<file path="src/rtl/random_delay_gen_if.sv">
// Request/status bundle between the control core (master) and random_delay_gen (slave).
interface random_delay_gen_if;
    logic        random_count;
    logic [12:0] rtime;
    logic        time_out;
    logic        busy;
    logic [12:0] elapsed;

    modport master (output random_count, input rtime, time_out, busy, elapsed);
    modport slave  (input random_count, output rtime, time_out, busy, elapsed);
endinterface

</file>
<file path="src/rtl/random_delay_gen.sv">
// Pseudo-random millisecond delay generator: a free-running 16-bit LFSR picks the delay at run start.
// Build option: define RDG_FIXED_DELAY_EN to latch a constant 3000 ms delay instead of the LFSR value.
module random_delay_gen #(
    parameter int unsigned TICK_DIV  = 100000,
    parameter int unsigned MIN_MS    = 1000,
    parameter logic [15:0] LFSR_SEED = 16'hACE1
) (
    input  logic             clk,
    input  logic             clr,
    random_delay_gen_if.slave bus
);

    localparam int unsigned PW = (TICK_DIV > 1) ? $clog2(TICK_DIV) : 1;
    localparam logic [PW-1:0] PRESC_LAST = PW'(TICK_DIV - 1);

    if (MIN_MS + 4095 > 8191) begin : g_min_ms_check
        $error("random_delay_gen: MIN_MS + 4095 exceeds the 13-bit rtime range");
    end
    if (TICK_DIV < 2 || TICK_DIV > (1 << 20)) begin : g_tick_div_check
        $error("random_delay_gen: TICK_DIV must lie in 2..2^20");
    end

    typedef enum logic [1:0] {IDLE, COUNT, DONE} state_e;

    state_e        state_q, state_d;
    logic [15:0]   lfsr_q, lfsr_d;
    logic [PW-1:0] presc_q, presc_d;
    logic [12:0]   rtime_q, rtime_d;
    logic [12:0]   elapsed_q, elapsed_d;
    logic          time_out_q, time_out_d;
    logic          busy_q, busy_d;

    logic          tick;
    logic          last_tick;
    logic [12:0]   new_rtime;

    // Fibonacci LFSR, taps 16,14,13,11 in right-shift form (tap t reads bit 16-t).
    assign lfsr_d = {lfsr_q[0] ^ lfsr_q[2] ^ lfsr_q[3] ^ lfsr_q[5], lfsr_q[15:1]};

    assign tick      = (state_q == COUNT) && (presc_q == PRESC_LAST);
    assign last_tick = tick && ((elapsed_q + 13'd1) == rtime_q);

`ifdef RDG_FIXED_DELAY_EN
    assign new_rtime = 13'd3000;
`else
    assign new_rtime = 13'(MIN_MS) + {1'b0, lfsr_q[11:0]};
`endif

    // State register plus all registered outputs.
    // NOTE: sequential state uses non-blocking (<=) so every flop samples pre-edge values.
    always_ff @(posedge clk or posedge clr) begin
        if (clr) begin
            state_q    <= IDLE;
            lfsr_q     <= LFSR_SEED;
            presc_q    <= '0;
            rtime_q    <= '0;
            elapsed_q  <= '0;
            time_out_q <= 1'b0;
            busy_q     <= 1'b0;
        end else begin
            state_q    <= state_d;
            lfsr_q     <= lfsr_d;
            presc_q    <= presc_d;
            rtime_q    <= rtime_d;
            elapsed_q  <= elapsed_d;
            time_out_q <= time_out_d;
            busy_q     <= busy_d;
        end
    end

    // Next-state logic; a low request aborts from any state and beats the final tick.
    always_comb begin
        // NOTE: assign a default first so no path leaves state_d unassigned (no latch).
        state_d = state_q;
        unique case (state_q)
            IDLE:    if (bus.random_count) state_d = COUNT;
            COUNT:   if (!bus.random_count) state_d = IDLE;
                     else if (last_tick)    state_d = DONE;
            DONE:    if (!bus.random_count) state_d = IDLE;
            default: state_d = IDLE;
        endcase
    end

    // Output / datapath next values.
    always_comb begin
        rtime_d    = rtime_q;
        elapsed_d  = elapsed_q;
        presc_d    = presc_q;
        time_out_d = time_out_q;
        busy_d     = (state_d == COUNT);
        if (!bus.random_count) begin
            elapsed_d  = '0;
            presc_d    = '0;
            time_out_d = 1'b0;
        end else begin
            unique case (state_q)
                IDLE: begin
                    rtime_d    = new_rtime;
                    elapsed_d  = '0;
                    presc_d    = '0;
                    time_out_d = 1'b0;
                end
                COUNT: begin
                    presc_d = tick ? '0 : presc_q + PW'(1);
                    if (tick)      elapsed_d  = elapsed_q + 13'd1;
                    if (last_tick) time_out_d = 1'b1;
                end
                default: ;
            endcase
        end
    end

    assign bus.rtime    = rtime_q;
    assign bus.elapsed  = elapsed_q;
    assign bus.time_out = time_out_q;
    assign bus.busy     = busy_q;

endmodule

</file>
<file path="src/flat_wrapper.sv">
// flat-port wrapper written by rule: the top's interface ports become plain ports
module random_delay_gen_flat 
#(
    parameter int unsigned TICK_DIV  = 100000,
    parameter int unsigned MIN_MS    = 1000,
    parameter logic [15:0] LFSR_SEED = 16'hACE1
)
  (clk, clr, bus_random_count, bus_rtime, bus_time_out, bus_busy, bus_elapsed);
  random_delay_gen_if bus_i ();
  input  logic clk;
  input  logic clr;
  input wire logic [$bits(bus_i.random_count)-1:0] bus_random_count;
  output wire logic [$bits(bus_i.rtime)-1:0] bus_rtime;
  output wire logic [$bits(bus_i.time_out)-1:0] bus_time_out;
  output wire logic [$bits(bus_i.busy)-1:0] bus_busy;
  output wire logic [$bits(bus_i.elapsed)-1:0] bus_elapsed;
  assign bus_i.random_count = bus_random_count;
  assign bus_rtime = bus_i.rtime;
  assign bus_time_out = bus_i.time_out;
  assign bus_busy = bus_i.busy;
  assign bus_elapsed = bus_i.elapsed;
  random_delay_gen #(.TICK_DIV(TICK_DIV), .MIN_MS(MIN_MS), .LFSR_SEED(LFSR_SEED)) u_core (.clk(clk), .clr(clr), .bus(bus_i));
endmodule
</file>
<file path="config.mk">
export PLATFORM = sky130hd
export DESIGN_NAME = random_delay_gen_flat
export DESIGN_NICKNAME = d
export VERILOG_FILES = /design/src/rtl/random_delay_gen_if.sv /design/src/rtl/random_delay_gen.sv /design/src/flat_wrapper.sv
export SDC_FILE = /design/constraint.sdc
export NUM_CORES = 1
export LEC_CHECK = 0
export ABC_AREA = 0
export BUFFER_PORTS_ARGS = -buffer_cell sky130_fd_sc_hd__buf_2
export CORE_ASPECT_RATIO = 1.1
export CORE_MARGIN = 5
export CORE_UTILIZATION = 58
export CTS_CLUSTER_DIAMETER = 30
export DETAILED_ROUTE_END_ITERATION = 8
export PLACE_DENSITY = 0.79
export SLEW_MARGIN = 20
export SYNTH_ARGS = -nofsm -noshare
export SYNTH_HDL_FRONTEND = slang
export SYNTH_SLANG_ARGS = --single-unit
</file>
<file path="constraint.sdc">
create_clock -name clk -period 3.8 [get_ports clk]
set_input_delay 0.76 -clock clk [delete_from_list [all_inputs] [get_ports clk]]
set_output_delay 0.76 -clock clk [all_outputs]
set_load 0.02 [all_outputs]
</file>
== Word-level counts from Yosys, hierarchy flattened ==
Index checks and enable logic that the tools add are counted.
Word-level totals
  register bits: 63
  output and inout bits: 28
  word-level logic and storage cells: 41
Cells by class
  $add $sub $neg: 3
  equality and inequality tests: 8
  mux-type cells: 14
  bitwise operators: 3
  reduce and logical (&&, ||, !) cells: 6
Operator list (number)
  $mux W17: 2
  $pmux W17 S2: 1
  $mux W13: 2
  $pmux W13 S2: 1
  $add A17 B1 Y17 const B: 1
  $eq A17 B17 Y1 const B: 1
  $add A10 B12 Y13 const A: 1
  $add A13 B1 Y13 const B: 1
  $eq A13 B13 Y1: 1
  $mux W2: 4
  $ne A3 B2 Y1 const B: 2
  $pmux W2 S3: 1
  $reduce_and A2 Y1: 3
  $eq A2 B1 Y1 const B: 2
  $ne A3 B1 Y1 const B: 1
  $xor A1 B1 Y1: 3
  $eq A2 B2 Y1 const B: 1
  $logic_and A1 B1 Y1: 2
  $logic_not A2 Y1: 1
  $mux W1: 2
  $pmux W1 S2: 1

== Depth between registers and ports, before layout ==
Gate-level depths: netlist of the first run.
  word-level depth: 7
  mapped depth: 8
  mapped depth without buffers: 7

== Least setup slack after synthesis of the first run ==
Ideal clock, no wire load.
  path type: register -> register
  from: register u_core.elapsed_q[0] (netlist: u_core.bus.elapsed[0])
  to: register u_core.state_q[1]
  arrival time: 2.687 ns
  path slack: 1.030 ns
  stages on the path, launching flop included: 8
  clock period less this slack: 2.770 ns
  path through: dfrtp_1 -> ha_1 -> nand3_2 -> or4_2 -> xnor2_1 -> or4_1 -> a2111o_1 -> o21ai_0
On the way
  word-level cells in the longest chain between the ends: 6
Ends and longest elaborated chain
  start, declared: line random_delay_gen.sv:29  | logic [12:0] elapsed_q, elapsed_d;
  start signal, assigned: line random_delay_gen.sv:65  | elapsed_q <= elapsed_d;
  $add A13 B1 Y13: line random_delay_gen.sv:41  | assign last_tick = tick && ((elapsed_q + 13'd1) == rtime_q);
  $eq A13 B13 Y1: line random_delay_gen.sv:41
  $logic_and A1 B1 Y1: line random_delay_gen.sv:41
  $mux W2: line random_delay_gen.sv:78  | else if (last_tick) state_d = DONE;
  $mux W2: line random_delay_gen.sv:77  | COUNT: if (!bus.random_count) state_d = IDLE;
  $pmux W2 S3: line random_delay_gen.sv:75  | unique case (state_q)
  named net u_core.state_d[1]: line random_delay_gen.sv:25  | state_e state_q, state_d;
  end signal, assigned: line random_delay_gen.sv:61  | state_q <= state_d;
  end, declared: line random_delay_gen.sv:25
The timed path passes the listed nets, and every way through them passes these cells.
A chain may end at the register's enable or synchronous reset.

== Worst setup path in the final report of the first run ==
Ends and elaborated chain as after synthesis.

==> out/qor.yml, run 1 <==
yosys:
  synth_warnings: 0
  synth_nets: 319
  avgSynthCellArea_um2: 9.93
  ys_types: 50
  synth-edff-count: 0
  yosys_register_bits: 63
  ys.flop_type: "dfrtp_1"
  synth_async_sr_flop_share_pct: 100
  synth_area_mm2: 0.00311
  synth_cells: 313
  ys_seq_area_share_pct: 51.0
placement:
  hpwl_um: 4820
  io_buffers: 30
  pre_cts_ws_ps: 935
  place_congestion: 0.878
floorplan:
  core_area_mm2: 0.00529
  start_util_pct: 58.8
  io_pins: 31
  dieArea_mm2: 0.00693
  rows: 28
  die_w_um: 79.8
  die_y_um: 86.8
clocking:
  cts_sinks: 63
  clock_path_buffers: 2
  insertion_delay_ps: 340
  h-tree-depth: 3
  cts_made_buffers: 9
  cts_resized: 0
  root_buffer: "clkbuf_8"
  cts_tree: "done"
  cts_hold_buf: 0
  post_cts_buffers: 0
  clkSlewWorstSetupHoldPaths_ps: 70
global_routing:
  track_usage_pct: 21.4
  first_global_vias: 2341
  grt_pass1_wl_um: 11300
  grt_overflow: 0
  antenna_found_initial: 0
  grt_max_degree: 35
drt:
  via_per_inst: 5.68
  vias: 2426
  drc: 0
  antenna_left: 0
  firstDrtPassIters: 4
  drt_wl_total_um: 6800
  first_iter_violations: 171
  post_drt_wl_per_cell_um: 15.9
layout:
  drive_gt1_share_pct: 19.9
  mostFrequentLayoutCells: "dfrtp_1 (55), nand2_1 (43), nor2_1 (31), o21ai_0 (30), buf_2 (30)"
  area_growth_pct: 14.1
  antennaDiodeCount: 0
  post-route-util_pct: 67.1
  layout_commonest_cell: "dfrtp_1"
  fin_nets: 353
  fill_cells: 422
sta:
  fmax_ghz: 0.342
  rsz0062_at_grt: "no"
  drv_slew: 0
  worst_pin_slew_ps: 606
  finalSetupViolCount: 0
  skew_ps: 8.30
  post-route-period-util_pct: 76.9
  fin_crit_ps: 2920
  hold_viol: 0
  postLayoutSetupSlackWorst_ps: 877
  relSlewSlack_pct: 59.6
  setup_tns_ps: 0
setup_path:
  critPathArrivalTime_ps: 3170
  crit_family: "simple AND/OR/NAND/NOR gates"
  cp.required_ps: 4050
  setup.worst_path.end_class: "flip-flop"
  critical_path_depth: 7
  cpPeakStageDelay_ps: 630
  rr_worst_depth: 7
  worstSetupPathType: "reg2reg"
  worstPathMaxFanout: 7
  critPathBufInv: 0
  r2r-end: "u_core.state_q[1]"
  r2r_slack_ps: 880
  slowest_stage: "or4_2"
  r2r_start: "u_core.bus.elapsed[0]"
  worstSetupStartpointType: "flip-flop"
  crit_chain: "ha_1, nand3_2, or4_2, xnor2_1, or4_1, a2111o_1, o21ai_0"
hold_path:
  hp-start: "u_core.lfsr_q[12]"
  min_to: "u_core.lfsr_q[11]"
  hold_class: "reg2reg"
  whs_path_depth: 0
outcome:
  status: "finished, final reports clean"
pwr:
  p_leak_nw: 1.63
  p_total_mw: 1.40
  peakVddDrop_mv: 0.264
  p_per_area_mw_per_mm2: 395
flow_run:
  cap_viol_max_count: 0
## worst reg2reg max path, stage by stage (launching register included)
cell and delay [ps]:
dfrtp_1 480, ha_1 340, nand3_2 190, or4_2 630, xnor2_1 150, or4_1 560, a2111o_1 380, o21ai_0 100
## worst max path at each step
| stage | to | from | slack, ps |
|---|---|---|---|
| 2_1_floorplan | u_core.state_q[1] | u_core.bus.elapsed[0] | 1030 |
| 3_3_place_gp | u_core.state_q[0] | u_core.bus.elapsed[0] | 1040 |
| 3_5_place_dp | u_core.state_q[1] | u_core.bus.elapsed[0] | 940 |
| 4_1_cts | u_core.state_q[1] | u_core.bus.elapsed[0] | 900 |
| 5_1_grt | u_core.bus.busy | u_core.bus.elapsed[0] | 690 |
| 6_report | u_core.state_q[1] | u_core.bus.elapsed[0] | 880 |
## flip-flops by register name (all words and copies together) (netlist names)
| signal | cells |
|---|---|
| u_core.bus.busy | 1 |
| u_core.bus.elapsed | 13 |
| u_core.bus.rtime | 13 |
| u_core.bus.time_out | 1 |
| u_core.lfsr_q | 16 |
| u_core.presc_q | 17 |
| u_core.state_q | 2 |
## metrics by stage
stage          hold slack [ps]  area (um^2)  std cells
6_report                   361         3550        427
5_1_grt                    374         3550        427
4_1_cts                    362         3550        427
3_5_place_dp               343         3320        411
3_3_place_gp               341         3320        411
2_1_floorplan              333         3110        313
## cell families (layout without fill, tap and decap cells)
group | count (synthesis) | count (layout) | share of synthesized area [%]
and+or+nand+nor | 134 | 134 | 22.4
DFF | 63 | 63 | 51.0
AOI/OAI and AO/OA | 58 | 58 | 11.3
xor gates and xnor gates | 40 | 40 | 11.8
buffers and inverters | 14 | 53 | 2.01
adders and majority gates | 3 | 3 | 1.21
muxes | 1 | 1 | 0.322
## area by class of cell
class	count	area (um^2)	share of cell area, %
timing repair buffer	32	165	4.66
clock inverter	6	95.1	2.68
clock buffer	10	128	3.60
multi-input combinational	236	1460	41.2
inverter	5	18.8	0.529
sequential	63	1590	44.7
tap	75	93.8	2.65
## synth_stat cells (all sizes together), types with 6 or more instances
master	instances	area, um^2
dfstp	8	210
o31ai	6	50.1
a21oi	9	45.0
xnor2	19	166
nand2	43	161
nand3	20	118
o21ai	30	150
nor2	31	116
clkbuf	6	23.8
dfrtp	55	1380
xor2	20	175
nor3	6	41.3
## report_power, final
part	internal (mW)	total, mW	switching, mW
Combinational	0.0208	0.0682	0.0474
Sequential	0.679	0.689	0.0105
Clock	0.374	0.644	0.270
Total	1.07	1.40	0.328
## per-layer routing
layer	share of wire (%)	global-route usage (%)	vias up
met3	5.5	5.09	17
met5	0	0	-
li1	-	-	1166
met2	49	33.6	71
met4	2.2	9.52	0
met1	44	28.5	1172
Note: power is estimated with default switching activity, not from simulation.
==> inputs of run 2 (changes only) <==
ABC_AREA = 1   (was 0)
CORE_UTILIZATION = 59   (was 58)
PLACE_DENSITY = 0.8   (was 0.79)
clock period = 3 ns   (was 3.8 ns; I/O delays follow)
==> run 2 against run 1 <==
Via count up 11%. Register-to-register slack improved by 20 ps. Hold slack better by 1.5 ps. Cell count rose by 21%. Total power rose by 19%. Non-clock buffer count grew 4.
==> out/qor.yml, run 2 <==
outcome:
  status: "finished, final reports clean"  # unchanged
floorplan:
  dieArea_mm2: 0.00690  # was 0.00693 mm^2
  core_area_mm2: 0.00529  # unchanged
  start_util_pct: 59.6  # was 58.8%
  die_y_um: 86.6  # was 86.8 um
  rows: 28  # unchanged
  die_w_um: 79.7  # was 79.8 um
  io_pins: 31  # unchanged
layout:
  regMostFlops: "u_core.presc_q"  # unchanged
  area_growth_pct: 14.8  # was 14.1%
  reg_top3: "u_core.presc_q: 17 flops, u_core.lfsr_q: 16 flops"  # unchanged
  antennaDiodeCount: 0  # unchanged
  largest_reg_flops: 17  # unchanged
  drive_gt1_share_pct: 16.1  # was 19.9%
  mostFrequentLayoutCells: "nand2_1 (101), dfrtp_1 (55), inv_1 (49), nor2_1 (45), buf_2 (30)"  # was dfrtp_1 (55), nand2_1 (43), nor2_1 (31), o21ai_0 (30), buf_2 (30)
  fin_nets: 441  # was 353
  layout_commonest_cell: "nand2_1"  # was dfrtp_1
setup_path:
  cp-endpoint: "u_core.state_q[1]"  # unchanged
  setup.worst_path.end_class: "flip-flop"  # unchanged
  rr_worst_depth: 11  # was 7
  r2r_slack_ps: 900  # was 880 ps
  r2r_start: "u_core.bus.elapsed[0]"  # unchanged
  critPathArrivalTime_ps: 2360  # was 3170 ps
  worstPathMaxFanout: 8  # was 7
  cp.required_ps: 3260  # was 4050 ps
  startpoint: "u_core.bus.elapsed[0]"  # unchanged
  worstSetupStartpointType: "flip-flop"  # unchanged
  r2r-end: "u_core.state_q[1]"  # unchanged
  worstSetupPathType: "reg2reg"  # unchanged
sta:
  fmax_ghz: 0.476  # was 0.342 GHz
  hold_viol: 0  # unchanged
  relSlewSlack_pct: 50.4  # was 59.6%
  setup_tns_ps: 0  # unchanged
  drv_slew: 0  # unchanged
  skew_ps: 7.15  # was 8.30 ps
  worst_pin_slew_ps: 743  # was 606 ps
  post-route-period-util_pct: 70.0  # was 76.9%
  fin_crit_ps: 2100  # was 2920 ps
  postLayoutSetupSlackWorst_ps: 900  # was 877 ps
  rsz0062_at_grt: "no"  # unchanged
  finalSetupViolCount: 0  # unchanged
clocking:
  cts_made_buffers: 9  # unchanged
  cts_tree: "done"  # unchanged
  h-tree-depth: 3  # unchanged
  clkSlewWorstSetupHoldPaths_ps: 70  # about the same
  cts_resized: 0  # unchanged
  clock_path_buffers: 2  # unchanged
  cts_sinks: 63  # unchanged
  root_buffer: "clkbuf_8"  # unchanged
  cts_hold_buf: 0  # unchanged
  post_cts_buffers: 0  # unchanged
  insertion_delay_ps: 340  # about the same
yosys:
  synthTopCellsByCount: "nand2_1 (101), dfrtp_1 (55), inv_1 (50)"  # was dfrtp_1 (55), nand2_1 (43), nor2_1 (31)
  avgSynthCellArea_um2: 7.98  # was 9.93 um^2
  synth-edff-count: 0  # unchanged
  synth_nets: 401  # was 319
  synth.area.top_cells: "dfrtp_1 (44%), nand2_1 (12%), dfstp_2 (6.7%), inv_1 (6.0%), nor2_1 (5.4%)"  # was dfrtp_1 (44%), dfstp_2 (6.8%), xor2_1 (5.6%), xnor2_1 (5.4%), nand2_1 (5.2%)
  yosys_register_bits: 63  # unchanged
  synth_warnings: 0  # unchanged
  ys.flop_type: "dfrtp_1"  # unchanged
  synth_async_sr_flop_share_pct: 100  # unchanged
  ys_types: 26  # was 50
  ys_seq_area_share_pct: 50.4  # was 51.0%
  synth_area_mm2: 0.00315  # was 0.00311 mm^2
  synth_top_area_share_pct: 43.7  # was 44.3%
  synth_area_leader_cell: "dfrtp_1"  # unchanged
  synth_cells: 395  # was 313
  synth_most_common_cell: "nand2_1"  # was dfrtp_1
drt:
  vias: 2688  # was 2,426
  firstDrtPassIters: 4  # unchanged
  antenna_left: 0  # unchanged
  post_drt_wl_per_cell_um: 13.6  # was 15.9 um
  via_per_inst: 5.22  # was 5.68
  drc: 0  # unchanged
  drt_wl_total_um: 7010  # was 6800 um
  first_iter_violations: 194  # was 171
hold_path:
  whs_path_depth: 0  # unchanged
  hold_class: "reg2reg"  # unchanged
pwr:
  peakVddDrop_mv: 0.373  # was 0.264 mV
  p_leak_nw: 1.73  # was 1.63 nW
  p_per_area_mw_per_mm2: 461  # was 395 mW/mm^2
placement:
  place_congestion: 0.894  # was 0.878
  hpwl_um: 5200  # was 4820 um
  pre_cts_ws_ps: 999  # was 935 ps
  io_buffers: 30  # unchanged
global_routing:
  antenna_found_initial: 0  # unchanged
  track_usage_pct: 22.7  # was 21.4%
  first_global_vias: 2647  # was 2,341
  grt_overflow: 0  # unchanged
  grt_max_degree: 38  # was 35
  grt_pass1_wl_um: 12000  # was 11,300 um
flow_run:
  cap_viol_max_count: 0  # unchanged
run 2: routing by layer:
metal	up-vias	global-route usage (%)	wire length, um
met5	-	0	0
li1	1353	-	-
met4	0	9.84	135
met2	67	37.5	3510
met1	1254	28.4	3000
met3	14	5.09	358
run 2: how the worst min path moves through the flow:
stage	from	to	slack, ps
floorplan	u_core.lfsr_q[12]	u_core.lfsr_q[11]	330
global placement	u_core.lfsr_q[12]	u_core.lfsr_q[11]	340
detailed placement	u_core.lfsr_q[14]	u_core.lfsr_q[13]	340
CTS	u_core.lfsr_q[12]	u_core.lfsr_q[11]	360
global route	u_core.lfsr_q[12]	u_core.lfsr_q[11]	370
finish	u_core.lfsr_q[14]	u_core.lfsr_q[13]	360
run 2: layout make-up:
class / count / area (um^2)
Clock buffer: 12 / 145
Clock inverter: 4 / 45.0
Fill cell: 427 / 1670
Inverter: 50 / 188
Multi-Input combinational cell: 275 / 1350
Sequential cell: 63 / 1590
Tap cell: 75 / 93.8
Timing Repair Buffer: 36 / 208
run 2: critical path: stages, from the launching register on:
cell and delay [ps]:
dfrtp_1 480, ha_1 250, nand2_2 110, o21ai_0 250, nand2_1 110, nand2_1 70, nand2_1 40, nor2_1 160
nand3_1 120, nor2_2 170, nand2_1 100, a21oi_1 160
run 2: per-stage QoR:
stage | util (%) | hold slack [ps] | power, mW | instances | cell area, um^2
final | 68.4 | 362 | 1.67 | 515 | 3620
after detailed placement | 64.8 | 339 | 0.964 | 499 | 3430
after CTS | 68.4 | 359 | 1.68 | 515 | 3620
after global routing | 68.4 | 373 | 1.73 | 515 | 3620
after floorplan | - | 333 | 0.933 | 395 | 3150
after global placement | 64.8 | 343 | 0.962 | 499 | 3430
run 2: where the power goes:
group / internal [mW] / total [mW] / switching [mW]
Combinational: 0.0226 / 0.0794 / 0.0568
Clock: 0.403 / 0.720 / 0.318
Sequential: 0.859 / 0.868 / 0.00900
run 2: cells by family after synthesis:
family / share of synthesized area (%)
AND/OR/NAND/NOR: 29.4
flip-flops: 50.4
buffers and inverters: 6.95
XOR/XNOR: 4.45
adder cells (fa/ha/maj): 1.19
AO/OA/AOI/OAI: 7.67
